==> src/rtl/pc_ras_unit_pkg.sv <==
// Shared opcode definitions and small decode helpers for the front-end PC logic.
package pc_ras_unit_pkg;

  typedef enum logic [3:0] {
    OP_ADD  = 4'h0,
    OP_SUB  = 4'h1,
    OP_NAND = 4'h2,
    OP_XOR  = 4'h3,
    OP_INC  = 4'h4,
    OP_SRA  = 4'h5,
    OP_SRL  = 4'h6,
    OP_SLL  = 4'h7,
    OP_SW   = 4'h8,
    OP_LW   = 4'h9,
    OP_LHB  = 4'hA,
    OP_LLB  = 4'hB,
    OP_B    = 4'hC,
    OP_CALL = 4'hD,
    OP_RET  = 4'hE
  } opcode_t;

  localparam int CALL_FIELD_W = 12;

  // Opcode 4'hF is undefined and decodes to an out-of-set value that falls to pc+1.
  function automatic opcode_t decode_opcode(input logic [15:0] instr);
    return opcode_t'(instr[15:12]);
  endfunction

endpackage

==> src/rtl/ras_stack.sv <==
// Circular return-address stack: top pointer plus saturating count, sticky overflow/underflow.
module ras_stack #(
  parameter int PC_W      = 16,
  parameter int RAS_DEPTH = 8
) (
  input  logic                         clk,
  input  logic                         rst,
  input  logic                         push,
  input  logic                         pop,
  input  logic [PC_W-1:0]              push_data,
  output logic [PC_W-1:0]              top_data,
  output logic [$clog2(RAS_DEPTH):0]   count,
  output logic                         empty,
  output logic                         full,
  output logic                         ovf,
  output logic                         unf
);

  localparam int PW = $clog2(RAS_DEPTH);
  localparam int CW = PW + 1;
  localparam logic [PW-1:0] PTR_ONE = PW'(1);
  localparam logic [CW-1:0] CNT_ONE = CW'(1);
  localparam logic [CW-1:0] CNT_MAX = CW'(RAS_DEPTH);

  logic [PC_W-1:0] mem [RAS_DEPTH];
  logic [PW-1:0]   ptr;

  assign empty    = (count == '0);
  assign full     = (count == CNT_MAX);
  assign top_data = mem[ptr - PTR_ONE];

  // Storage is deliberately not reset; entries are unreachable while count is zero.
  always_ff @(posedge clk) begin
    if (!rst && push) begin
      mem[ptr] <= push_data;
    end
  end

  always_ff @(posedge clk) begin
    if (rst) begin
      ptr   <= '0;
      count <= '0;
      ovf   <= 1'b0;
      unf   <= 1'b0;
    end else if (push) begin
      ptr <= ptr + PTR_ONE;
      if (full) begin
        ovf <= 1'b1;
      end else begin
        count <= count + CNT_ONE;
      end
    end else if (pop) begin
      if (empty) begin
        unf <= 1'b1;
      end else begin
        ptr   <= ptr - PTR_ONE;
        count <= count - CNT_ONE;
      end
    end
  end

endmodule

==> src/rtl/pc_ras_unit.sv <==
// Registered program counter with next-PC selection and an internal return-address stack.
module pc_ras_unit
  import pc_ras_unit_pkg::*;
#(
  parameter int              PC_W      = 16,
  parameter int              RAS_DEPTH = 8,
  parameter logic [PC_W-1:0] RESET_PC  = '0
) (
  input  logic                        clk,
  input  logic                        rst,
  input  logic                        stall,
  input  logic [15:0]                 instr,
  input  logic                        branch,
  output logic [PC_W-1:0]             pc,
  output logic [$clog2(RAS_DEPTH):0]  ras_count,
  output logic                        ras_empty,
  output logic                        ras_full,
  output logic                        ras_ovf,
  output logic                        ras_unf
);

  localparam logic [PC_W-1:0] PC_ONE = PC_W'(1);
  localparam logic [PC_W-1:0] PC_TWO = PC_W'(2);

  opcode_t         op;
  logic [PC_W-1:0] pc_inc;
  logic [PC_W-1:0] imm_sext;
  logic [PC_W-1:0] next_pc;
  logic [PC_W-1:0] top_data;
  logic            push;
  logic            pop;

  assign op       = decode_opcode(instr);
  assign pc_inc   = pc + PC_ONE;
  assign imm_sext = {{(PC_W-8){instr[7]}}, instr[7:0]};

  // Stack operations are gated by stall so a held CALL/RET pushes or pops once, on release.
  always_comb begin
    next_pc = pc_inc;
    push    = 1'b0;
    pop     = 1'b0;
    case (op)
      OP_B: begin
        if (branch) next_pc = pc + PC_TWO + imm_sext;
      end
      OP_CALL: begin
        push    = !stall;
        next_pc = {pc[PC_W-1:CALL_FIELD_W], instr[CALL_FIELD_W-1:0]};
      end
      OP_RET: begin
        pop = !stall;
        if (!ras_empty) next_pc = top_data;
      end
      default: next_pc = pc_inc;
    endcase
  end

  always_ff @(posedge clk) begin
    if (rst) begin
      pc <= RESET_PC;
    end else if (!stall) begin
      pc <= next_pc;
    end
  end

  ras_stack #(
    .PC_W      (PC_W),
    .RAS_DEPTH (RAS_DEPTH)
  ) u_ras (
    .clk       (clk),
    .rst       (rst),
    .push      (push),
    .pop       (pop),
    .push_data (pc_inc),
    .top_data  (top_data),
    .count     (ras_count),
    .empty     (ras_empty),
    .full      (ras_full),
    .ovf       (ras_ovf),
    .unf       (ras_unf)
  );

endmodule

==> config.mk <==
export PLATFORM = sky130hd
export DESIGN_NAME = pc_ras_unit
export DESIGN_NICKNAME = d
export VERILOG_FILES = /design/src/rtl/pc_ras_unit_pkg.sv /design/src/rtl/ras_stack.sv /design/src/rtl/pc_ras_unit.sv
export SDC_FILE = /design/constraint.sdc
export NUM_CORES = 1
export LEC_CHECK = 0
export BUFFER_PORTS_ARGS = -buffer_cell sky130_fd_sc_hd__buf_2
export CAP_MARGIN = 25
export CORE_ASPECT_RATIO = 1.25
export CORE_UTILIZATION = 55
export DETAILED_ROUTE_END_ITERATION = 8
export PLACE_DENSITY = 0.79
export SYNTH_ARGS = -nofsm -noshare
export SYNTH_HDL_FRONTEND = slang
export SYNTH_SLANG_ARGS = --single-unit
export TNS_END_PERCENT = 50
==> constraint.sdc <==
create_clock -name clk -period 8.1 [get_ports clk]
set_input_delay 0.405 -clock clk [delete_from_list [all_inputs] [get_ports clk]]
set_output_delay 0.405 -clock clk [all_outputs]
set_load 0.01 [all_outputs]
## After elaboration in Yosys (flattened, before gate mapping)

Memory sizes are Yosys's and may differ from the RTL's.
Index checks and enable logic that the tools add are counted.

| word-level totals | value |
|---|---|
| register bits after elaboration | 25 |
| bits in writable memories | 128 |
| input bits | 20 |
| output and inout bits | 24 |
| logic and storage cells | 47 |
| memories | 1 |

Memories:

| memory | words | width | read ports | clocked after Yosys merged registers in | write ports | RTL line | text |
|---|---|---|---|---|---|---|---|
| u_ras.mem | 8 | 16 | 1 | 0 | 1 | ras_stack.sv:25 | `logic [PC_W-1:0] mem [RAS_DEPTH];` |

| cells by class | value |
|---|---|
| add/sub/neg operators | 7 |
| equality and inequality tests | 6 |
| muxes and demuxes | 14 |
| bitwise operators | 3 |
| reductions and logical operators | 10 |

Operator list:

| cell | number |
|---|---|
| 16-bit one-hot mux with 3 select lines | 1 |
| 16-bit two-way mux | 2 |
| 16-bit by 1-bit adder with 16-bit output (second input constant) | 1 |
| 16-bit adder | 1 |
| 16-bit by 2-bit adder with 16-bit output (second input constant) | 1 |
| 4-bit == test (second input constant) | 4 |
| 4-bit two-way mux | 4 |
| 3-bit two-way mux | 3 |
| 2-bit AND reduction | 3 |
| 3-bit AND reduction | 2 |
| 4-bit by 1-bit adder with 4-bit output (second input constant) | 1 |
| 4-bit zero test | 1 |
| 1-bit two-way mux | 4 |
| 4-bit by 1-bit subtractor with 4-bit output (second input constant) | 1 |
| 3-bit by 1-bit adder with 3-bit output (second input constant) | 1 |
| 1-bit NOT | 3 |
| 3-bit by 1-bit subtractor with 3-bit output (second input constant) | 1 |
| 1-bit zero test | 2 |
| 2-bit by 1-bit inequality test with 1-bit output (second input constant) | 1 |
| 2-bit inequality test (second input constant) | 1 |
| 2-bit nonzero test | 1 |
| 1-bit logical AND | 1 |

## Logic depth before layout (Yosys ltp)

| logic depth | value |
|---|---|
| word-level depth | 5 |
| mapped depth | 12 |
| depth with buffers taken out | 12 |

## By module

Synthesis repeated with hierarchy kept, for this count alone.

| second synthesis, totals | value |
|---|---|
| cells, all modules | 537 |
| area total of the unflattened synthesis | 7709.9 sq um |

By module, submodules not included:

| module | times used | cells an instance | area an instance (sq um) | seq. area each (sq um) |
|---|---|---|---|---|
| ras_stack | 1 | 264 | 5462.7 | 4023.9 |
| pc_ras_unit | 1 | 273 | 2247.2 | 320.3 |

## Least setup slack after synthesis

Ideal clock, no wire load.

| timing | value |
|---|---|
| path type | input -> register |
| start point | input port instr[12] |
| end point | memory u_ras.mem[6][0] (enable) |
| library setup time | 430 ps |
| arrival | 2746 ps |
| data required time | 7670 ps |
| slack | 4923 ps |
| stages | 5 |
| path buffers | 1 |
| cell sequence | clkbuf_1 -> nand4b_1 -> nor2_1 -> inv_1 -> nor4_1 |

| on the way | value |
|---|---|
| cells in the longest elaborated chain, start to end | 5 |

Ends and longest elaborated chain:

| item | RTL line | text |
|---|---|---|
| from (decl) | pc_ras_unit.sv:12 | `input logic [15:0] instr,` |
| 4-bit == test | pc_ras_unit.sv:42 | `case (op)` |
| 1-bit two-way mux | pc_ras_unit.sv:42 |  |
| 1-bit logical AND | ras_stack.sv:34 | `if (!rst && push) begin` |
| 1-bit two-way mux | ras_stack.sv:34 |  |
| 1-bit two-way mux (implied by the code) | ras_stack.sv:35 | `mem[ptr] <= push_data;` |
| to (decl) | ras_stack.sv:25 |  |

No other way between the ends.

## Worst setup path in the final report

| timing | value |
|---|---|
| start point | register u_ras.ptr[0] |
| end point | register pc[15] |

| on the way | value |
|---|---|
| cells in the longest elaborated chain, start to end | 4 |

Ends and longest elaborated chain:

| item | RTL line | text |
|---|---|---|
| from (decl) | ras_stack.sv:26 | `logic [PW-1:0] ptr;` |
| from (signal assigned) | ras_stack.sv:46 | `ptr <= ptr + PTR_ONE;` |
| from (signal assigned) | ras_stack.sv:56 | `ptr <= ptr - PTR_ONE;` |
| 3-bit by 1-bit subtractor with 3-bit output | ras_stack.sv:30 | `assign top_data = mem[ptr - PTR_ONE];` |
| memory 8 x 16 bit | n/a |  |
| 16-bit two-way mux | pc_ras_unit.sv:52 | `if (!ras_empty) next_pc = top_data;` |
| 16-bit one-hot mux with 3 select lines | pc_ras_unit.sv:42 |  |
| to (signal assigned) | pc_ras_unit.sv:62 | `pc <= next_pc;` |
| to (decl) | pc_ras_unit.sv:14 | `output logic [PC_W-1:0] pc,` |

No other way between the ends.
A chain may end at the register's enable or synchronous reset.

==> reports/results.ini <==
[placement]
hpwlAfterDp_mm = 10.8
placed_cells_incl_taps = 729
gp_routability_congestion = 0.960
port-buffer-count = 43

[clock_tree]
clock_latency_on_the_worst_skew_pair_ps = 420
hold_buffers = 0
max-clock-path-buffers = 2
postCtsSetupBuffers = 0
cts.htree.levels = 4
cts.repair.resized = 0
cts_made_buffers = 17
clock_tree_from_tritoncts = built
cts.reportedPaths.clkPinSlew_ps = 60
clockRootBuffer = sky130_fd_sc_hd__clkbuf_16
clock_sink_count = 153

[critical_path]
worstSetupStartpointType = register
crit_arrival_ps = 3450
worst-setup-path-type = reg -> reg
end_kind = register
worst_ep_required_time_ps = 8390
critPathMaxFanout = 38

[sta]
timing.final.crit_period_ps = 3150
maxSlewViolCount = 0
fmax_ghz = 0.317
fin_tns_setup_ps = 0
finClkSkew_ps = 12.5
final-hold-violation-count = 0
max_slew_margin_pct = 38.7
setup_violations = 0
worst_pin_slew_ps = 920
fin_crit_sh_pct = 38.9
grt_setup_unrepaired = false

[global_route]
grt_pass1_vias = 4806
grt_max_degree = 39
grt.overflow.total = 0
grt_antenna_before_repair = 0
grt_util_all_layers_pct = 25.1
grt_pass1_wl_mm = 26.1

[detailed_routing]
dr_wl_cell_um = 22.0
drtIter0Drc = 492
drt_drc_violations_left = 1
top_layer_used = met4
detailedRoute.firstPassIterationCount = 9
met2WireLength_mm = 8.54
met3RoutedLength_mm = 1.00
detail-route-antenna-nets = 0
route.detailed.vias_per_inst = 6.37
route.vias.total = 4842
met1Wirelength_mm = 6.84
totalWireLength_mm = 16.7

[die]
die_x_um = 106
design.core.area_um2 = 13200
count_of_standard_cell_rows = 47
chipHeight_um = 132
ioPinCount = 44
floorplan.initialDensity_pct = 56.3
design.die.area_um2 = 14000

[final_layout]
finalNonFillerCells = 760
area_growth_syn_to_layout_pct = 12.9
commonest_non_fill_non_tap_cell_in_the_layout = sky130_fd_sc_hd__edfxtp_1
antennaDiodeCount = 0
layout_common_cells = 128 x sky130_fd_sc_hd__edfxtp_1, 43 x sky130_fd_sc_hd__buf_2, 38 x sky130_fd_sc_hd__a21oi_1
layout.filler_cells = 927
drive_gt1_share_pct = 20.9
layout.nets = 633
final_core_utilization_pct = 63.5
sequential_cell_area_um2 = 4350
multi_input_comb_area_um2 = 2960

[logic_synthesis]
synth-seq-cells = 153
async_set_or_reset_flop_fraction_in_the_synthesized_netlist_pct = 0
synth_top_family_by_area = multiplexers
synthDominantAreaCellType = sky130_fd_sc_hd__edfxtp_1
synth_enable_flop_cells = 128
dominantRegCellSynth = sky130_fd_sc_hd__edfxtp_1
synth_fa_ha_area_share_pct = 6.25
postSynthCellCount = 530
synthesis.nets = 586
xor_xnor_portion_of_the_synthesized_cell_area_pct = 3.98
synth_seq_area_share_pct = 58.4
synth.top_cells.by_area = sky130_fd_sc_hd__edfxtp_1 52%, sky130_fd_sc_hd__mux4_2 8.5%, sky130_fd_sc_hd__dfxtp_1 6.7%
synth-compound-area-share_pct = 9.65
postSynthAreaPerCell_um2 = 14.0
yosys_warnings = 0
synth_largest_type_area_fraction_pct = 51.6
synth.lib_cells_used.distinct = 56
synth.cell_area_um2 = 7440
yosys-mux-area-fraction_pct = 12.3
synth_simple_gate_area_share_pct = 7.09

[power_and_ir_drop]
irDropWorstVdd_v = 0.000152
cellLeakagePower_uw = 0.00314
pwr_cell_area_nw_per_um2 = 212

[flow_run]
maxCapViolations = 0

[outcome]
failed_checks = design-rule violations
status = finished with violations

[min_path]
hold_path_class = in -> reg

## critical path, cell delays in order (launching register included)
cell and delay [ps]:
sky130_fd_sc_hd__dfxtp_2 320, sky130_fd_sc_hd__buf_4 560, sky130_fd_sc_hd__inv_1 120, sky130_fd_sc_hd__ha_1 290, sky130_fd_sc_hd__xor2_2 580, sky130_fd_sc_hd__buf_4 350
sky130_fd_sc_hd__mux2i_1 350, sky130_fd_sc_hd__o21ai_0 130, sky130_fd_sc_hd__a221oi_1 250, sky130_fd_sc_hd__nor3_1 70
## through the flow
step | total power, µW | setup slack (ps) | area [µm²] | hold slack, ps
CTS | 1790 | 4960 | 8400 | 321
global route | 1840 | 4750 | 8400 | 363
finish | 1780 | 4950 | 8400 | 352
detailed placement | 1070 | 4920 | 7860 | 462
global placement | 1060 | 4970 | 7860 | 450
floorplan | 1010 | 4920 | 7440 | 505
## sequential cells by signal (all words and copies together), names as in the netlist
name and count:
u_ras.mem 128, u_ras.ovf 1, u_ras.unf 1, u_ras.ptr 3, u_ras.count 4, pc 16
## cells in the mapped netlist, types with 2 or more instances
cell / number
sky130_fd_sc_hd__edfxtp_1: 128
sky130_fd_sc_hd__a21oi_1: 38
sky130_fd_sc_hd__ha_1: 34
sky130_fd_sc_hd__o21ai_0: 34
sky130_fd_sc_hd__nor2_1: 33
sky130_fd_sc_hd__mux4_2: 28
sky130_fd_sc_hd__dfxtp_1: 25
sky130_fd_sc_hd__nand2_1: 21
sky130_fd_sc_hd__xnor2_1: 18
sky130_fd_sc_hd__mux2i_1: 17
sky130_fd_sc_hd__xor2_1: 14
sky130_fd_sc_hd__nand3_1: 12
sky130_fd_sc_hd__clkbuf_1: 11
sky130_fd_sc_hd__inv_1: 11
sky130_fd_sc_hd__a221oi_1: 9
sky130_fd_sc_hd__a31oi_1: 7
sky130_fd_sc_hd__and3_1: 7
sky130_fd_sc_hd__a21o_1: 6
sky130_fd_sc_hd__nand4_1: 6
sky130_fd_sc_hd__nor3_1: 6
sky130_fd_sc_hd__a211oi_1: 4
sky130_fd_sc_hd__buf_1: 4
sky130_fd_sc_hd__buf_2: 4
sky130_fd_sc_hd__buf_4: 4
sky130_fd_sc_hd__mux4_1: 4
sky130_fd_sc_hd__nor3b_1: 4
sky130_fd_sc_hd__or3_1: 4
sky130_fd_sc_hd__and4_1: 3
sky130_fd_sc_hd__buf_6: 2
sky130_fd_sc_hd__fa_1: 2
sky130_fd_sc_hd__nor4_1: 2
sky130_fd_sc_hd__nor4b_1: 2
sky130_fd_sc_hd__o211a_1: 2
sky130_fd_sc_hd__o21a_1: 2
## kinds of logic after synthesis
kind of cell / after synthesis
and+or+nand+nor: 105
xor gates and xnor gates: 33
AOI/OAI and AO/OA: 116
DFF: 153
adders and majority gates: 36
muxes: 50
buffers and inverters: 37
## worst paths after layout
| check | to | from | cells past startpoint | slack (ps) |
|---|---|---|---|---|
| setup / recovery | pc[15] | u_ras.ptr[0] | 9 | 4950 |
| setup reg to reg | pc[15] | u_ras.ptr[0] | 9 | 4950 |
| hold / removal | pc[6] | instr[6] | 3 | 350 |
| hold reg to reg | u_ras.ovf | u_ras.ovf | 2 | 470 |
## final cells by class
cell class	count	area share [%]
Clock buffer	18	5.11
Clock inverter	13	1.41
Inverter	11	0.491
Multi-Input combinational cell	340	35.2
Sequential cell	153	51.7
Tap cell	171	2.55
Timing Repair Buffer	54	3.54
## power breakdown
| part | total (µW) | internal (µW) | switching (µW) |
|---|---|---|---|
| sequential | 878 | 865 | 13.0 |
| clock | 728 | 423 | 305 |
| combinational | 177 | 68.9 | 108 |
## per-layer routing
metal	global-route usage (%)	vias up
met1	32.5	2411
met2	42.6	220
met5	0	-
met4	8.49	0
met3	4.70	30
li1	-	2181
(Power assumes the default switching activity.)
